<file path="src/rtl/fifo_wr_pkg.sv">
// Shared types and constants for the FIFO write-side packer.
// Optional stats counters are enabled with FIFO_WR_STATS_EN.
package fifo_wr_pkg;

  localparam int IN_W_DEF   = 8;
  localparam int DATA_W_DEF = 32;
  localparam int STAT_W     = 16;

  typedef struct packed {
    logic                  last;
    logic [DATA_W_DEF-1:0] data;
  } wr_entry_t;

  function automatic logic [STAT_W-1:0] sat_inc(
    input logic [STAT_W-1:0] v
  );
    return (&v) ? v : v + STAT_W'(1);
  endfunction

endpackage

</file>
<file path="src/rtl/fifo_wr_packer_if.sv">
// Beat stream plus FIFO write port of the write-side packer.
// master drives the stream and full flag; slave is the packer.
interface fifo_wr_packer_if
  import fifo_wr_pkg::*;
#(
  parameter int IN_WIDTH   = IN_W_DEF,
  parameter int DATA_WIDTH = DATA_W_DEF
);

  logic                  s_valid;
  logic                  s_ready;
  logic [IN_WIDTH-1:0]   s_data;
  logic                  s_last;
  logic                  fifo_full;
  logic                  fifo_wr_en;
  logic [DATA_WIDTH-1:0] fifo_wdata;
  logic                  pkt_done;

  modport master (
    output s_valid,
    output s_data,
    output s_last,
    output fifo_full,
    input  s_ready,
    input  fifo_wr_en,
    input  fifo_wdata,
    input  pkt_done
  );

  modport slave (
    input  s_valid,
    input  s_data,
    input  s_last,
    input  fifo_full,
    output s_ready,
    output fifo_wr_en,
    output fifo_wdata,
    output pkt_done
  );

endinterface

</file>
<file path="src/rtl/fifo_wr_skid2.sv">
// Two-entry word queue between the packer and the FIFO write port.
// Stats option (FIFO_WR_STATS_EN) does not affect this block.
module fifo_wr_skid2
  import fifo_wr_pkg::*;
(
  input  logic      wr_clk,
  input  logic      rst,
  input  logic      push,
  input  wr_entry_t push_entry,
  input  logic      pop,
  output logic [1:0] cnt,
  output wr_entry_t head
);

  wr_entry_t mem [2];
  logic      hptr;
  logic      tptr;

  always_ff @(posedge wr_clk) begin
    if (rst) begin
      mem[0] <= '0;
      mem[1] <= '0;
      hptr   <= 1'b0;
      tptr   <= 1'b0;
      cnt    <= 2'd0;
    end else begin
      if (push) begin
        mem[tptr] <= push_entry;
        tptr      <= ~tptr;
      end
      if (pop) begin
        hptr <= ~hptr;
      end
      unique case (1'b1)
        push && !pop: cnt <= cnt + 2'd1;
        pop && !push: cnt <= cnt - 2'd1;
        default:      cnt <= cnt;
      endcase
    end
  end

  assign head = mem[hptr];

endmodule

</file>
<file path="src/rtl/fifo_wr_packer.sv">
// Packs IN_WIDTH beats little-endian into FIFO words via a 2-deep queue.
// Define FIFO_WR_STATS_EN to add saturating write/packet/stall counters.
module fifo_wr_packer
  import fifo_wr_pkg::*;
#(
  parameter int IN_WIDTH   = IN_W_DEF,
  parameter int DATA_WIDTH = DATA_W_DEF
) (
  input  logic               wr_clk,
  input  logic               rst,
  fifo_wr_packer_if.slave    bus
`ifdef FIFO_WR_STATS_EN
  ,
  output logic [STAT_W-1:0]  words_written,
  output logic [STAT_W-1:0]  pkts_written,
  output logic [STAT_W-1:0]  stall_cycles
`endif
);

  localparam int RATIO = DATA_WIDTH / IN_WIDTH;
  localparam int LW    = $clog2(RATIO);
  localparam logic [LW-1:0] LAST_LANE = LW'(RATIO - 1);

  logic [LW-1:0]         lane;
  logic [DATA_WIDTH-1:0] acc;
  logic [DATA_WIDTH-1:0] acc_nxt;
  logic                  accept;
  logic                  close;
  logic                  wr_en;
  logic                  done_q;
  logic [1:0]            cnt;
  wr_entry_t             head;
  wr_entry_t             push_entry;

  // Ready depends only on queue occupancy, never on the FIFO flag.
  assign bus.s_ready = (cnt != 2'd2);
  assign accept      = bus.s_valid && bus.s_ready;
  assign close       = accept && (bus.s_last || lane == LAST_LANE);

  always_comb begin
    acc_nxt = acc;
    acc_nxt[lane*IN_WIDTH +: IN_WIDTH] = bus.s_data;
  end

  assign push_entry = '{last: bus.s_last, data: acc_nxt};

  always_ff @(posedge wr_clk) begin
    if (rst) begin
      lane <= '0;
      acc  <= '0;
    end else if (accept) begin
      if (close) begin
        lane <= '0;
        acc  <= '0;
      end else begin
        lane <= lane + LW'(1);
        acc  <= acc_nxt;
      end
    end
  end

  fifo_wr_skid2 u_q (
    .wr_clk     (wr_clk),
    .rst        (rst),
    .push       (close),
    .push_entry (push_entry),
    .pop        (wr_en),
    .cnt        (cnt),
    .head       (head)
  );

  assign wr_en          = (cnt != 2'd0) && !bus.fifo_full;
  assign bus.fifo_wr_en = wr_en;
  assign bus.fifo_wdata = head.data;

  always_ff @(posedge wr_clk) begin
    if (rst) begin
      done_q <= 1'b0;
    end else begin
      done_q <= wr_en && head.last;
    end
  end

  assign bus.pkt_done = done_q;

`ifdef FIFO_WR_STATS_EN
  always_ff @(posedge wr_clk) begin
    if (rst) begin
      words_written <= '0;
      pkts_written  <= '0;
      stall_cycles  <= '0;
    end else begin
      if (wr_en) begin
        words_written <= sat_inc(words_written);
      end
      if (done_q) begin
        pkts_written <= sat_inc(pkts_written);
      end
      if (cnt != 2'd0 && bus.fifo_full) begin
        stall_cycles <= sat_inc(stall_cycles);
      end
    end
  end
`endif

endmodule

</file>
<file path="src/flat_wrapper.sv">
// flat-port wrapper written by rule: the top's interface ports become plain ports
module fifo_wr_packer_flat import fifo_wr_pkg::*;
#(
  parameter int IN_WIDTH   = IN_W_DEF,
  parameter int DATA_WIDTH = DATA_W_DEF
)
  (wr_clk, rst, bus_s_valid, bus_s_data, bus_s_last, bus_fifo_full, bus_s_ready, bus_fifo_wr_en, bus_fifo_wdata, bus_pkt_done);
  fifo_wr_packer_if #(.IN_WIDTH(IN_WIDTH), .DATA_WIDTH(DATA_WIDTH)) bus_i ();
  input  logic wr_clk;
  input  logic rst;
  input wire logic [$bits(bus_i.s_valid)-1:0] bus_s_valid;
  input wire logic [$bits(bus_i.s_data)-1:0] bus_s_data;
  input wire logic [$bits(bus_i.s_last)-1:0] bus_s_last;
  input wire logic [$bits(bus_i.fifo_full)-1:0] bus_fifo_full;
  output wire logic [$bits(bus_i.s_ready)-1:0] bus_s_ready;
  output wire logic [$bits(bus_i.fifo_wr_en)-1:0] bus_fifo_wr_en;
  output wire logic [$bits(bus_i.fifo_wdata)-1:0] bus_fifo_wdata;
  output wire logic [$bits(bus_i.pkt_done)-1:0] bus_pkt_done;
  assign bus_i.s_valid = bus_s_valid;
  assign bus_i.s_data = bus_s_data;
  assign bus_i.s_last = bus_s_last;
  assign bus_i.fifo_full = bus_fifo_full;
  assign bus_s_ready = bus_i.s_ready;
  assign bus_fifo_wr_en = bus_i.fifo_wr_en;
  assign bus_fifo_wdata = bus_i.fifo_wdata;
  assign bus_pkt_done = bus_i.pkt_done;
  fifo_wr_packer #(.IN_WIDTH(IN_WIDTH), .DATA_WIDTH(DATA_WIDTH)) u_core (.wr_clk(wr_clk), .rst(rst), .bus(bus_i));
endmodule
</file>
<file path="config.mk">
export PLATFORM = sky130hd
export DESIGN_NAME = fifo_wr_packer_flat
export DESIGN_NICKNAME = d
export VERILOG_FILES = /design/src/rtl/fifo_wr_pkg.sv /design/src/rtl/fifo_wr_packer_if.sv /design/src/rtl/fifo_wr_skid2.sv /design/src/rtl/fifo_wr_packer.sv /design/src/flat_wrapper.sv
export SDC_FILE = /design/constraint.sdc
export NUM_CORES = 1
export LEC_CHECK = 0
export CAP_MARGIN = 20
export CELL_PAD_IN_SITES_DETAIL_PLACEMENT = 0
export CELL_PAD_IN_SITES_GLOBAL_PLACEMENT = 1
export CORE_MARGIN = 5
export CORE_UTILIZATION = 49
export CTS_CLUSTER_SIZE = 30
export DETAILED_ROUTE_END_ITERATION = 8
export PLACE_DENSITY = 0.87
export SLEW_MARGIN = 20
export SYNTH_ARGS = -nofsm -noshare
export SYNTH_HDL_FRONTEND = slang
export SYNTH_HIERARCHICAL = 1
export SYNTH_SLANG_ARGS = --single-unit
</file>
<file path="constraint.sdc">
create_clock -name wr_clk -period 5.8 [get_ports wr_clk]
set_clock_uncertainty 0.05 [all_clocks]
set_input_delay 1.16 -clock wr_clk [delete_from_list [all_inputs] [get_ports wr_clk]]
set_output_delay 1.16 -clock wr_clk [all_outputs]
set_load 0.05 [all_outputs]
</file>
==> metrics.md <==
| Metric | Value |
|---|---|
| Fin area | `around 5700 µm²` |
| Layout cell share with drive strength beyond 1 | `0.142` |
| Worst-skew pair later-pin latency | `0.37 ns` |
| Largest net degree at the start of global routing | `48` |
| Final Max Slew Viols | `0` |
| Core Region | `9730 µm²` |
| Arr. time, crit path | `roughly 2.7 ns` |
| Peak supply drop | `roughly 0.00016 V` |
| Die Y-Extent | `about 110 µm` |
| Primary FF master, synth | `edfxtp_1` |
| Total wire length | `9730 µm` |
| Worst-case clock buffer depth | `2` |
| Initial antenna violation count | `0` |
| Post-synthesis cell count | `415` |
| CTS resizes | `0` |
| Crit-path max FO | `4` |
| Final hold vios | `0` |
| Top post-synthesis cells by area | `edfxtp_1 (41%), dfxtp_1 (16%), mux2_2 (7.9%)` |
| Asr flop ratio synth | `0` |
| Hold Crit Depth | `1` |
| DR vias | `3117` |
| Post-route DRC | `0` |
| Worst hold slack | `0.423 ns` |
| I/O Buffers | `47` |
| Drt wl/cell | `16.5 µm` |
| Hold WC Path Type | `flop to flop` |
| Area delta synth->final | `16.5%` |
| Antenna diodes | `0` |
| Critical Path RT | `4.59 ns` |
| Die width | `110 µm` |
| GRT Total Usage | `0.174` |
| Yosys top cell area share | `0.407` |
| Drt initial violations | `208` |
| Num CTS Buffers | `9` |
| First-pass GRT wire length | `15700 µm` |
| Yosys top cell by area | `edfxtp_1` |
| GRT overflow | `0` |
| CTS tree | `yes` |
| Worst-Margin Slew | `roughly 0.7 ns` |
| Crit path kind | `input port to output port` |
| Status | `completed` |
| Maxcap violations | `0` |
| Row cnt | `36` |
| Fmax | `259 MHz` |
| Number of global-route vias before repair | `2979` |
| Clock-pin transition on the worst setup and hold timing paths | `0.09 ns` |
| DP Area | `5410 µm²` |
| Syn nets | `approximately 430` |
| Clk root buf | `clkbuf_8` |
| Total power | `slightly above 2 mW` |
| Vias per cell | `between 5 and 6` |
| Initial Utilization | `0.500` |
| Final Cycle Share | `0.665` |
| Flops & latches, synth | `between 100 and 150` |
| Most common cell in the netlist | `nor2_1` |
| Hold buffers post-CTS | `0` |
| Most common library cells after synthesis | `nor2_1 (72), edfxtp_1 (66), dfxtp_1 (40)` |
| DR pass1 iterations | `5` |
| Post-synth EDFFs | `66` |
| # IOs | `48` |
| Post CTS Setup Buffer Count | `0` |
| RSZ-0062 raised after global routing | `false` |
| Unique masters post-synth | `41` |
| Synth Warn # | `6` |
| Final setup viols | `0` |
| Register-to-Register Path Depth | `6` |
| H-Tree Level Count | `3` |
| Mapped Avg Cell Area | `11.7 µm²` |
| DRT antenna net count | `0` |
| CP Launch Type | `input port` |
| Mapped Area | `4870 µm²` |
| Final net count | `about 470` |
| Power Density | `~360 nW/µm²` |
| Die ar. | `between 10000 and 15000 µm²` |
| Crit end category | `output port` |
| Sequential share of the synthesized area | `0.572` |
| Hpwl dp | `between 6000 and 7000 µm` |
| Leak Pwr | `2.00 nW` |
| Fin Setup TNS | `0 ns` |
| Final min period | `3.86 ns` |
| Slew headroom | `0.529` |
| Clk sinks | `106` |
| Placer Congestion | `0.759` |
-- kinds of logic after synthesis --
logic type,after synthesis,synth area share
flip-flops,106,0.572
XOR/XNOR,3,0.00540
AND/OR/NAND/NOR,156,0.168
AO/OA/AOI/OAI,67,0.117
adder cells (fa/ha/maj),6,0.0154
multiplexers,34,0.0787
buffers and inverters,43,0.0429
-- placed cells by master (no fill, tap or decap), types with 11 or more instances in the layout --
master	Yosys	final
mux2_2	34	34
nand2_1	15	15
clkdlybuf4s50_1	0	47
a22o_1	27	27
a32o_1	12	12
o21ai_0	11	11
nand2b_1	37	37
nor2_1	72	72
inv_1	14	14
edfxtp_1	66	66
dfxtp_1	40	40
-- power breakdown --
part | leakage (nW) | switching, mW | total (mW) | internal (mW)
Combinational | 0.857 | 0.381 | 0.591 | 0.211
Sequential | 1.02 | 0.0207 | 0.868 | 0.847
Clock | 0.127 | 0.247 | 0.577 | 0.330
-- critical path, cell delays in order --
cell and delay [ns]:
clkdlybuf4s50_1 0.40, nor2_1 0.23, clkdlybuf4s50_1 0.86
-- sequential cells by signal, indices dropped and copies added, names as in the netlist, named ones only --
register and count:
u_core/lane 2, u_core/bus.pkt_done 1, u_core/acc 32, u_core/u_q/tptr 1, u_core/u_q/mem 66, u_core/u_q/cnt 2, u_core/u_q/hptr 1
-- path summary, 6_finish.rpt --
| kind | from | to | slack [ns] |
|---|---|---|---|
| worst max-delay path | bus_fifo_full | bus_fifo_wr_en | 1.94 |
| worst min-delay path | u_core/acc[8] | u_core/acc[8] | 0.42 |
| worst max register to register | u_core/lane[0] | u_core/u_q/mem[0][15] | 3.13 |
| worst min register to register | u_core/acc[8] | u_core/acc[8] | 0.42 |
-- metrics by stage --
step | instances | util | setup slack [ns]
after floorplan | 415 | - | 2.61
after global placement | 575 | 0.556 | 1.94
after detailed placement | 575 | 0.556 | 1.94
after CTS | 591 | 0.583 | 1.93
after global routing | 591 | 0.583 | 1.90
final | 591 | 0.583 | 1.94
-- final cells by class --
cell class | count | area (µm²)
repair buffers | 53 | 515
fillers | 827 | 4060
clock buffers | 9 | 124
clock inverters | 7 | 140
inverters | 17 | 66.3
multi-input cells | 266 | 1870
flip-flops and latches | 106 | 2780
well taps | 133 | 166
-- layer usage --
metal	wire length [µm]	global-route usage	vias to the layer above	share of wire
li1	-	-	1555	-
met2	4560	0.262	80	0.47
met3	557	0.0435	12	0.057
met5	0	0	-	0
met4	161	0.0552	0	0.017
met1	4460	0.247	1470	0.46
No activity file was read; power rests on OpenSTA's default activity.
